$ cat src/rtl/nibble_pkg.sv
// ============================================================================
// Module : nibble_pkg
// Brief  : Shared constants for the nibble serializer and its 4-bit consumer.
// Rev    : 1.0  initial release
// ============================================================================
`default_nettype none

package nibble_pkg;

  localparam int NIBBLE_W = 4;

  // State encoding is shared with the consumer-side controller.
  localparam logic [0:0] ST_IDLE = 1'b0;
  localparam logic [0:0] ST_SEND = 1'b1;

  function automatic int cnt_width(input int nibbles);
    return (nibbles > 1) ? $clog2(nibbles) : 1;
  endfunction

endpackage

`default_nettype wire

$ cat src/rtl/nibble_serializer_if.sv
// ============================================================================
// Module : nibble_serializer_if
// Brief  : Load and nibble-stream handshake bundle for nibble_serializer.
// Rev    : 1.0  initial release
// ============================================================================
`default_nettype none

interface nibble_serializer_if #(
  parameter int NIBBLES = 4
);
  import nibble_pkg::*;

  localparam int W = NIBBLE_W * NIBBLES;

  logic [W-1:0]          load_word;
  logic                  load_valid;
  logic                  load_ready;
  logic [NIBBLE_W-1:0]   dout;
  logic                  dout_valid;
  logic                  dout_ready;
  logic                  busy;
  logic                  done;

  modport master (
    output load_word,
    output load_valid,
    input  load_ready,
    input  dout,
    input  dout_valid,
    output dout_ready,
    input  busy,
    input  done
  );

  modport slave (
    input  load_word,
    input  load_valid,
    output load_ready,
    output dout,
    output dout_valid,
    input  dout_ready,
    output busy,
    output done
  );

endinterface

`default_nettype wire

$ cat src/rtl/nibble_serializer_ctrl.sv
// ============================================================================
// Module : nibble_serializer_ctrl
// Brief  : IDLE/SEND controller; decodes load, shift and last-transfer strobes.
// Rev    : 1.0  initial release
// ============================================================================
`default_nettype none

module nibble_serializer_ctrl
  import nibble_pkg::*;
#(
  parameter int CNT_W = 2
) (
  input  logic             clock,
  input  logic             rst,
  input  logic             load_valid,
  input  logic             dout_ready,
  input  logic [CNT_W-1:0] count,
  output logic             load_ready,
  output logic             load_en,
  output logic             shift_en,
  output logic             last_en
);

  logic [0:0] r_state;
  logic [0:0] w_state_next;
  logic       w_count_zero;
  logic       w_xfer;

  // dout_valid is high for the whole of SEND, so a transfer is SEND && ready.
  always_comb begin
    w_count_zero = (count == '0);
    w_xfer       = (r_state == ST_SEND) && dout_ready;
    load_ready   = (r_state == ST_IDLE);
    load_en      = (r_state == ST_IDLE) && load_valid;
    shift_en     = w_xfer && !w_count_zero;
    last_en      = w_xfer && w_count_zero;
  end

  always_comb begin
    w_state_next = r_state;
    case (r_state)
      ST_IDLE: if (load_valid) w_state_next = ST_SEND;
      ST_SEND: if (last_en)    w_state_next = ST_IDLE;
      default:                 w_state_next = ST_IDLE;
    endcase
  end

  always_ff @(posedge clock or posedge rst) begin
    if (rst) begin
      r_state <= ST_IDLE;
    end else begin
      r_state <= w_state_next;
    end
  end

endmodule

`default_nettype wire

$ cat src/rtl/nibble_serializer.sv
// ============================================================================
// Module : nibble_serializer
// Brief  : Serializes a 4*NIBBLES-bit word into a valid/ready nibble stream.
// Rev    : 1.0  initial release
// ============================================================================
`default_nettype none

module nibble_serializer
  import nibble_pkg::*;
#(
  parameter int NIBBLES   = 4,
  parameter bit MSB_FIRST = 1'b1
) (
  input  logic                 clock,
  input  logic                 rst,
  nibble_serializer_if.slave   bus
);

  localparam int W     = NIBBLE_W * NIBBLES;
  localparam int CNT_W = cnt_width(NIBBLES);

  localparam logic [CNT_W-1:0] c_cnt_last = CNT_W'(NIBBLES - 1);
  localparam logic [CNT_W-1:0] c_cnt_one  = CNT_W'(1);

  logic [W-1:0]        r_shift;
  logic [CNT_W-1:0]    r_count;
  logic [NIBBLE_W-1:0] r_dout;
  logic                r_dout_valid;
  logic                r_busy;
  logic                r_done;

  logic [W-1:0]        w_shifted;
  logic [NIBBLE_W-1:0] w_load_head;
  logic [NIBBLE_W-1:0] w_next_head;
  logic                w_load_en;
  logic                w_shift_en;
  logic                w_last_en;

  // The output end of the shift register depends on nibble order.
  generate
    if (MSB_FIRST) begin : g_msb_first
      assign w_shifted   = r_shift << NIBBLE_W;
      assign w_load_head = bus.load_word[W-1 -: NIBBLE_W];
      assign w_next_head = w_shifted[W-1 -: NIBBLE_W];
    end else begin : g_lsb_first
      assign w_shifted   = r_shift >> NIBBLE_W;
      assign w_load_head = bus.load_word[NIBBLE_W-1:0];
      assign w_next_head = w_shifted[NIBBLE_W-1:0];
    end
  endgenerate

  nibble_serializer_ctrl #(
    .CNT_W (CNT_W)
  ) u_ctrl (
    .clock      (clock),
    .rst        (rst),
    .load_valid (bus.load_valid),
    .dout_ready (bus.dout_ready),
    .count      (r_count),
    .load_ready (bus.load_ready),
    .load_en    (w_load_en),
    .shift_en   (w_shift_en),
    .last_en    (w_last_en)
  );

  always_ff @(posedge clock or posedge rst) begin
    if (rst) begin
      r_shift      <= '0;
      r_count      <= '0;
      r_dout       <= '0;
      r_dout_valid <= 1'b0;
      r_busy       <= 1'b0;
      r_done       <= 1'b0;
    end else begin
      r_done <= w_last_en;
      if (w_load_en) begin
        r_shift      <= bus.load_word;
        r_count      <= c_cnt_last;
        r_dout       <= w_load_head;
        r_dout_valid <= 1'b1;
        r_busy       <= 1'b1;
      end else if (w_shift_en) begin
        r_shift <= w_shifted;
        r_count <= r_count - c_cnt_one;
        r_dout  <= w_next_head;
      end else if (w_last_en) begin
        // dout keeps the final nibble after the stream ends
        r_dout_valid <= 1'b0;
        r_busy       <= 1'b0;
      end
    end
  end

  assign bus.dout       = r_dout;
  assign bus.dout_valid = r_dout_valid;
  assign bus.busy       = r_busy;
  assign bus.done       = r_done;

endmodule

`default_nettype wire

$ cat src/flat_wrapper.sv
// flat-port wrapper written by rule: the top's interface ports become plain ports
module nibble_serializer_flat import nibble_pkg::*;
#(
  parameter int NIBBLES   = 4,
  parameter bit MSB_FIRST = 1'b1
)
  (clock, rst, bus_load_word, bus_load_valid, bus_load_ready, bus_dout, bus_dout_valid, bus_dout_ready, bus_busy, bus_done);
  nibble_serializer_if #(.NIBBLES(NIBBLES)) bus_i ();
  input  logic clock;
  input  logic rst;
  input wire logic [$bits(bus_i.load_word)-1:0] bus_load_word;
  input wire logic [$bits(bus_i.load_valid)-1:0] bus_load_valid;
  output wire logic [$bits(bus_i.load_ready)-1:0] bus_load_ready;
  output wire logic [$bits(bus_i.dout)-1:0] bus_dout;
  output wire logic [$bits(bus_i.dout_valid)-1:0] bus_dout_valid;
  input wire logic [$bits(bus_i.dout_ready)-1:0] bus_dout_ready;
  output wire logic [$bits(bus_i.busy)-1:0] bus_busy;
  output wire logic [$bits(bus_i.done)-1:0] bus_done;
  assign bus_i.load_word = bus_load_word;
  assign bus_i.load_valid = bus_load_valid;
  assign bus_load_ready = bus_i.load_ready;
  assign bus_dout = bus_i.dout;
  assign bus_dout_valid = bus_i.dout_valid;
  assign bus_i.dout_ready = bus_dout_ready;
  assign bus_busy = bus_i.busy;
  assign bus_done = bus_i.done;
  nibble_serializer #(.NIBBLES(NIBBLES), .MSB_FIRST(MSB_FIRST)) u_core (.clock(clock), .rst(rst), .bus(bus_i));
endmodule
$ cat config.mk
export PLATFORM = sky130hd
export DESIGN_NAME = nibble_serializer_flat
export DESIGN_NICKNAME = d
export VERILOG_FILES = /design/src/rtl/nibble_pkg.sv /design/src/rtl/nibble_serializer_if.sv /design/src/rtl/nibble_serializer_ctrl.sv /design/src/rtl/nibble_serializer.sv /design/src/flat_wrapper.sv
export SDC_FILE = /design/constraint.sdc
export NUM_CORES = 1
export LEC_CHECK = 0
export BUFFER_PORTS_ARGS = -buffer_cell sky130_fd_sc_hd__buf_2
export CAP_MARGIN = 20
export CORE_ASPECT_RATIO = 1.5
export CORE_MARGIN = 3
export CORE_UTILIZATION = 45
export DETAILED_ROUTE_END_ITERATION = 8
export PLACE_DENSITY = 0.74
export SLEW_MARGIN = 20
export SYNTH_ARGS = -nofsm -noshare
export SYNTH_HDL_FRONTEND = slang
export SYNTH_SLANG_ARGS = --single-unit
$ cat constraint.sdc
create_clock -name clock -period 1.35 [get_ports clock]
set_input_delay 0.0675 -clock clock [delete_from_list [all_inputs] [get_ports clock]]
set_output_delay 0.0675 -clock clock [all_outputs]
set_load 0.01 [all_outputs]
==> results of run 1 <==
==> state kept, by name (all words and copies together) (netlist names) <==
signal and cells:
u_core.r_shift 12, u_core.bus.dout 4, u_core.r_count 2, u_core.bus.done 1, u_core.bus.dout_valid 1, u_core.u_ctrl.r_state 1
==> routing by layer <==
layer	GRT usage, %	wire length [µm]
met1	20.48	857
met2	29.01	1044
met3	2.594	107
met4	9.434	55
met5	0	0
==> cell usage after synthesis <==
library cell   n  share of area (%)
nand2_1       25                9.7
dfrtp_1       21                 54
nand3_1       14                7.3
nor2_1         7                2.7
a21oi_1        6                3.1
inv_1          5                1.9
a21oi_2        4                3.6
a22oi_1        4                3.1
buf_4          3                2.3
buf_6          3                3.5
and3_1         1               0.65
and3b_2        1                1.0
buf_2          1               0.52
ha_1           1                1.3
nand2b_1       1               0.65
nand3b_2       1                1.2
nor2b_1        1               0.65
o211ai_1       1               0.78
o21ai_0        1               0.52
xnor2_1        1               0.91
==> logic make-up (layout without fill, tap and decap cells) <==
family                     count (synthesis)  after routing  share of synthesized area (%)
AOI/OAI and AO/OA                         16             16                          11.15
xor gates and xnor gates                   1              1                         0.9081
adders and majority gates                  1              1                          1.297
buffers and inverters                     12             57                          8.300
DFF                                       21             21                          54.47
and+or+nand+nor                           51             52                          23.87
==> worst reg2reg max path, cell delays in order (launching register included) <==
cell	delay, ns
dfrtp_1	0.42
inv_1	0.07
ha_2	0.19
and3b_2	0.30
a21oi_2	0.16
a21oi_1	0.07
==> how the worst min path moves through the flow <==
stage                                 start                                end  slack, ns  cells past startpoint
after global placement                  rst  u_core.bus.dout_valid$_DFFE_PP0P_       0.10                      3
after floorplan                         rst          u_core.bus.done$_DFF_PP0_       0.04                      1
final                        bus_load_valid    u_core.u_ctrl.r_state$_DFF_PP0_     -0.005                      3
after global routing      bus_load_word[14]     u_core.bus.dout[2]$_DFFE_PP0P_       0.03                      3
after detailed placement                rst  u_core.bus.dout_valid$_DFFE_PP0P_       0.11                      3
after CTS                    bus_load_valid    u_core.u_ctrl.r_state$_DFF_PP0_     0.0006                      3
==> layout by cell type (no fill, tap or decap) <==
cell type and instances:
buf_2 27, nand2_1 25, dfrtp_1 21, nand3_1 14, dlygate4sd3_1 14, a21oi_2 8, nor2_1 7, buf_4 6
inv_1 5, a22oi_1 3, clkbuf_4 3, a21oi_1 2, nor2b_1 1, nand2b_1 1, nand3b_2 1, and3b_2 1
a22oi_2 1, and3_1 1, o21ai_0 1, o211ai_1 1, xnor2_2 1, ha_2 1, clkinv_2 1, and3b_1 1
buf_6 1
==> where the power goes <==
group	switching (W)	internal [W]	leakage, nW
Combinational	0.000584	0.000534	0.414
Clock	0.000197	0.000111	0.0177
Sequential	0.000169	0.000909	0.266
Total	0.000951	0.00155	0.698
==> repair_timing <==
action                                 4_1_cts  5_1_grt
pin swaps                                    0        6
endpoints found under the hold margin       34        0
setup endpoints to repair                    2       14
gates cloned                                 1        0
hold buffers                                14        0
resized for setup                            0        8
==> layout make-up <==
| cell class | instances | area (µm²) |
|---|---|---|
| clock buffer | 3 | 22.52 |
| clock inverter | 1 | 5.005 |
| fill | 157 | 598.1 |
| inverter | 5 | 18.77 |
| multi-input combinational | 70 | 397.9 |
| sequential | 21 | 525.5 |
| tap | 21 | 26.28 |
| timing repair buffer | 48 | 331.6 |
==> through the flow <==
step                      worst slack, ns  TNS, ns
after floorplan                   0.04171        0
after global placement            0.04977        0
after detailed placement          0.02130        0
after CTS                         0.03489        0
after global routing             -0.03009  -0.1020
final                             0.03908        0
==> results by group, run 1 <==
Layout
  • N_diodes: 0
  • Post-route cell area: 1328 µm²
  • Nets: 170
  • Layout area overhead: 37.61%
  • Final Non-Filler Cells: around 170
  • Core Util, Final: between 60% and 70%
  • Layout cells sized above 1: between 30% and 40%

STA
  • Period utilization: about 100%
  • Final setup viols: 0
  • Final Hold Violating Endpoints: 2
  • Crit path time final: roughly 1.3 ns
  • WHS: -0.005325 ns
  • Top achievable clock speed: 762.8 MHz
  • Measured slew at the worst slew-check pin: 0.2697 ns
  • Max-slew violation count: 0
  • Max-Slew Margin vs Limit: between 80 and 90%
  • Final Skew: 0.004326 ns
  • RSZ-0062 raised after global routing: true

Critical path
  • Crit path DAT: roughly 1.5 ns
  • Reg2reg setup slack: 0.04 ns
  • Worst path depth: 5
  • Worst path bufs/invs: 1
  • Reg2Reg Depth: 5
  • Startpoint types: register
  • Worst Setup EP: u_core.bus.dout[0]$_DFFE_PP0P_
  • Critical Path Start: u_core.r_count[1]$_DFFE_PP0P_
  • CP Class: register to register
  • Worst r2r src: u_core.r_count[1]$_DFFE_PP0P_
  • FF-to-FF End: u_core.bus.dout[0]$_DFFE_PP0P_
  • Critical Path Sink Type: register
  • Slowest stage cell, crit path: dfrtp_1
  • CP required: between 1.5 and 2 ns
  • Max FO, Critical Path: 7
  • Delay-heaviest family, CP: flip-flops
  • CP cell instances: inv_1 -> ha_2 -> and3b_2 -> a21oi_2 -> a21oi_1
  • Slowest stage delay, CP: 0.42 ns

Global routing
  • GR Overflow Total: 0
  • First-pass GRT wire length: approximately 3.7 mm
  • Initial antenna violation count: 0
  • All-Layer GR Usage: 17.40%
  • Largest net degree at the start of global routing: 22
  • Vias in the first global route: 935

Floorplan
  • IO Count: 28
  • Die area: 2747 µm²
  • Starting density of the core: 50.10%
  • Die Ht: 62.71 µm
  • Row count: 19
  • Die width: approximately 44 µm
  • Placeable Area: 1926 µm²

Power
  • PD cells: 1887 nW/µm²
  • Pwr Total: between 0.002 and 0.003 W
  • Peak VDD IR: 1188 µV
  • P_leak: 0.6978 nW

Clock network
  • CTS Buffer Depth: 2
  • CTS tree: yes
  • Clk Latency, worst-skew pair: 0.31 ns
  • Clock sink count: 21
  • Root Driver: clkbuf_4
  • Post-CTS setup buffer count: 0
  • Clock slew at the register clock pins of the worst setup and hold paths: 0.12 ns
  • Number of buffers created by CTS: 3
  • H-tree levels: 1

Placement
  • Final GP Congestion: 0.7329
  • Placed cells: 150
  • Post-DP Area: 1117 µm²
  • IO Port Bufs: 27
  • Detailed Place HPWL: about 1.3 mm

Detailed routing
  • Final ANT Viol Nets: 0
  • Via count normalized by instance count: 5.195
  • DRC: 0
  • First-pass iteration count of the detailed router: 4
  • DRT iter0 DRCs: 30
  • Vias: 878
  • Routed WL: 2.064 mm
  • Routed WL per cell: 12.21 µm

Status
  • Failing checks: hold timing
  • Status: finished, violations left

Synth
  • Mapped Area: 964.7 µm²
  • Post-synthesis net count: 123
  • Syn. warnings: 0
  • Synth Register Bits: 21
  • Sequential share of the synthesized area: 54.47%
  • Synth Instances: about 100
  • Yosys cell types: 20
  • Mean post-synth cell area: about 9.5 µm²

Hold path
  • Hold WC Path Type: input port to register

Job
  • Max cap viols: 0
Note: power is estimated with default switching activity, not from simulation.
==> inputs of run 2 (changes only) <==
==> constraint.sdc (replaced) <==
create_clock -name clock -period 1.35 [get_ports clock]
set_input_delay 0.27 -clock clock [delete_from_list [all_inputs] [get_ports clock]]
set_output_delay 0.27 -clock clock [all_outputs]
set_load 0.01 [all_outputs]
==> run 2 against run 1 <==
The flow now finishes without violations. Wire length down 7.8%. Non-clock buffer count down 13. Count of clock-buffer cells in the layout unchanged. Global-route usage down 1.1 points. Clock power up 1%. Cell count down 7.7%. Sequential power about the same.
==> results by group, run 2 (synthesis results as in run 1) <==
STA
  • Max-slew violation count: 0 (unchanged)
  • Period utilization: 97.01% (about the same)
  • Final Hold Violating Endpoints: 0 (-2)
  • Max-Slew Margin vs Limit: 81.97% (about the same)
  • WHS: 0.1401 ns (+0.1455 ns)
  • Post-route setup TNS: 0 ns (unchanged)
  • Measured slew at the worst slew-check pin: 0.2704 ns (+0.0007710 ns)
  • Crit path time final: 1.310 ns (-0.001271 ns)
  • Final WS setup: 0.04035 ns (+0.001271 ns)
  • Top achievable clock speed: 763.6 MHz (about the same)
  • RSZ-0062 raised after global routing: true
  • Final Skew: 0.001013 ns (-0.003313 ns)
  • Final setup viols: 0 (unchanged)

Layout
  • Nets: 157 (-7.6%)
  • Layout cells sized above 1: 37.78% (+3.3 points)
  • Layout area overhead: 24.12%
  • Most frequent cells in the layout: 27 x buf_2, 25 x nand2_1, 21 x dfrtp_1
  • Commonest non-fill, non-tap cell in the layout: buf_2
  • Final Non-Filler Cells: 156 (-7.7%)
  • Top reg by flops: u_core.r_shift
  • Number of flip-flops in the largest register: 12 (unchanged)
  • N_diodes: 0 (unchanged)
  • Core Util, Final: 62.18% (-6.8 points)

Clock network
  • Clock sink count: 21 (unchanged)
  • CTS tree: yes
  • Root Driver: clkbuf_4
  • Clock slew at the register clock pins of the worst setup and hold paths: 0.12 ns (about the same)
  • H-tree levels: 1 (unchanged)
  • Post-CTS setup buffer count: 0 (unchanged)
  • Clk Latency, worst-skew pair: 0.31 ns (about the same)
  • CTS Buffer Depth: 2 (unchanged)
  • Number of buffers created by CTS: 3 (unchanged)

Detailed routing
  • Final ANT Viol Nets: 0 (unchanged)
  • DRC: 0 (unchanged)
  • DRT iter0 DRCs: 13 (-57%)
  • First-pass iteration count of the detailed router: 4 (unchanged)
  • Routed WL: 1.902 mm (-7.8%)
  • Vias: 817 (-6.9%)
  • Routed WL per cell: 12.19 µm (-0.17%)
  • Via count normalized by instance count: 5.237 (+0.81%)

Global routing
  • Vias in the first global route: 852 (-8.9%)
  • Initial antenna violation count: 0 (unchanged)
  • GR Util met3: 2.017% (-0.58 points)
  • Top Usage Layer GRT: met2
  • GR Overflow Total: 0 (unchanged)
  • Met2 track demand over resource: 26.28% (-2.7 points)
  • First-pass GRT wire length: 3.484 mm (-6.3%)
  • Largest net degree at the start of global routing: 22 (unchanged)
  • Met1 Track Usage GR: 20.66% (+0.18 points)
  • All-Layer GR Usage: 16.26% (-1.1 points)

Job
  • Max cap viols: 0 (unchanged)

Critical path
  • Startpoint types: register
  • Slowest stage cell, crit path: and3b_2
  • Critical Path Start: u_core.r_count[0]$_DFFE_PP0P_
  • CP Class: register to register
  • CP required: 1.56 ns (about the same)
  • Worst r2r src: u_core.r_count[0]$_DFFE_PP0P_
  • CP cell instances: inv_1 -> ha_2 -> and3b_2 -> xnor2_2 -> nand2_1
  • Max FO, Critical Path: 7 (unchanged)
  • Slowest stage delay, CP: 0.39 ns (-0.03 ns)
  • Critical Path Sink Type: register
  • Crit path DAT: 1.52 ns (about the same)

Power
  • Peak VDD IR: 1186 µV (-0.19%)
  • P_leak: 0.6435 nW (-7.8%)
  • PD cells: 2066 nW/µm² (+9.5%)

Hold path
  • Hold WC Path Type: input port to register
  • Worst hold start: bus_load_word[1]

Floorplan
  • Die width: 43.81 µm (unchanged)
  • Die Ht: 62.71 µm (unchanged)
  • Starting density of the core: 50.10% (unchanged)
  • IO Count: 28 (unchanged)
  • Row count: 19 (unchanged)
  • Die area: 2747 µm² (unchanged)
  • Placeable Area: 1926 µm² (unchanged)

Status
  • Status: completed

Placement
  • Final GP Congestion: 0.7329 (unchanged)
  • IO Port Bufs: 27 (unchanged)
  • Placed cells: 150 (unchanged)
  • Post-Place Worst Slack: 0.02130 ns (unchanged)
  • Detailed Place HPWL: 1.254 mm (unchanged)
==> run 2: cell count changes in the layout (fill, tap and decap cells not counted) <==
cell           delta
dlygate4sd3_1    -13
==> run 2: stage by stage <==
step                      power [W]  area (µm²)
final                      0.002473        1197
after global routing       0.002691        1197
after CTS                  0.002394        1164
after detailed placement   0.002065        1117
after global placement     0.002023        1117
after floorplan            0.001803       964.7
==> run 2: final cells by class <==
type,instances,area [µm²]
fill,172,728.2
sequential,21,525.5
multi-input combinational,70,397.9
timing repair buffer,35,201.4
tap,21,26.28
clock buffer,3,22.52
inverter,5,18.77
clock inverter,1,5.005
==> run 2: what timing repair did <==
item	in CTS	in global routing
pin swaps	0	6
cloned	1	0
endpoints found under the setup margin	2	14
endpoints found under the hold margin	21	0
resized for setup	0	8
hold buffers	1	0
==> run 2: power breakdown <==
part	switching (W)	internal [W]
Sequential	0.000168	0.000909
Combinational	0.000576	0.000509
Clock	0.000201	0.000111
==> run 2: path summary, 6_finish.rpt <==
path                       slack [ns]                            end  cells after the start
setup reg to reg                 0.04  u_core.r_count[0]$_DFFE_PP0P_                      5
hold reg to reg                  0.50  u_core.r_shift[8]$_DFFE_PP0P_                      2
min in group asynchronous        0.51  u_core.r_count[1]$_DFFE_PP0P_                      4
max in group asynchronous        0.63  u_core.r_shift[7]$_DFFE_PP0P_                      4
setup / recovery                 0.04  u_core.r_count[0]$_DFFE_PP0P_                      5
hold / removal                   0.14  u_core.r_shift[1]$_DFFE_PP0P_                      3
==> run 2: layer usage <==
layer  up-vias  part of all wire (%)  routed length (µm)
met5         -                     0                   0
met4         0                   2.1                  40
met3         5                   5.4                 103
met2        25                    50                 952
met1       382                    42                 806
li1        405                     -                   -
==> run 2: worst max-delay path, delay by kind of cell, from the launching register on <==
kind | cells | cell delay (ns)
and+or+nand+nor | 2 | 0.45
DFF | 1 | 0.38
adders and majority gates | 1 | 0.19
xor gates and xnor gates | 1 | 0.14
buffers and inverters | 1 | 0.05
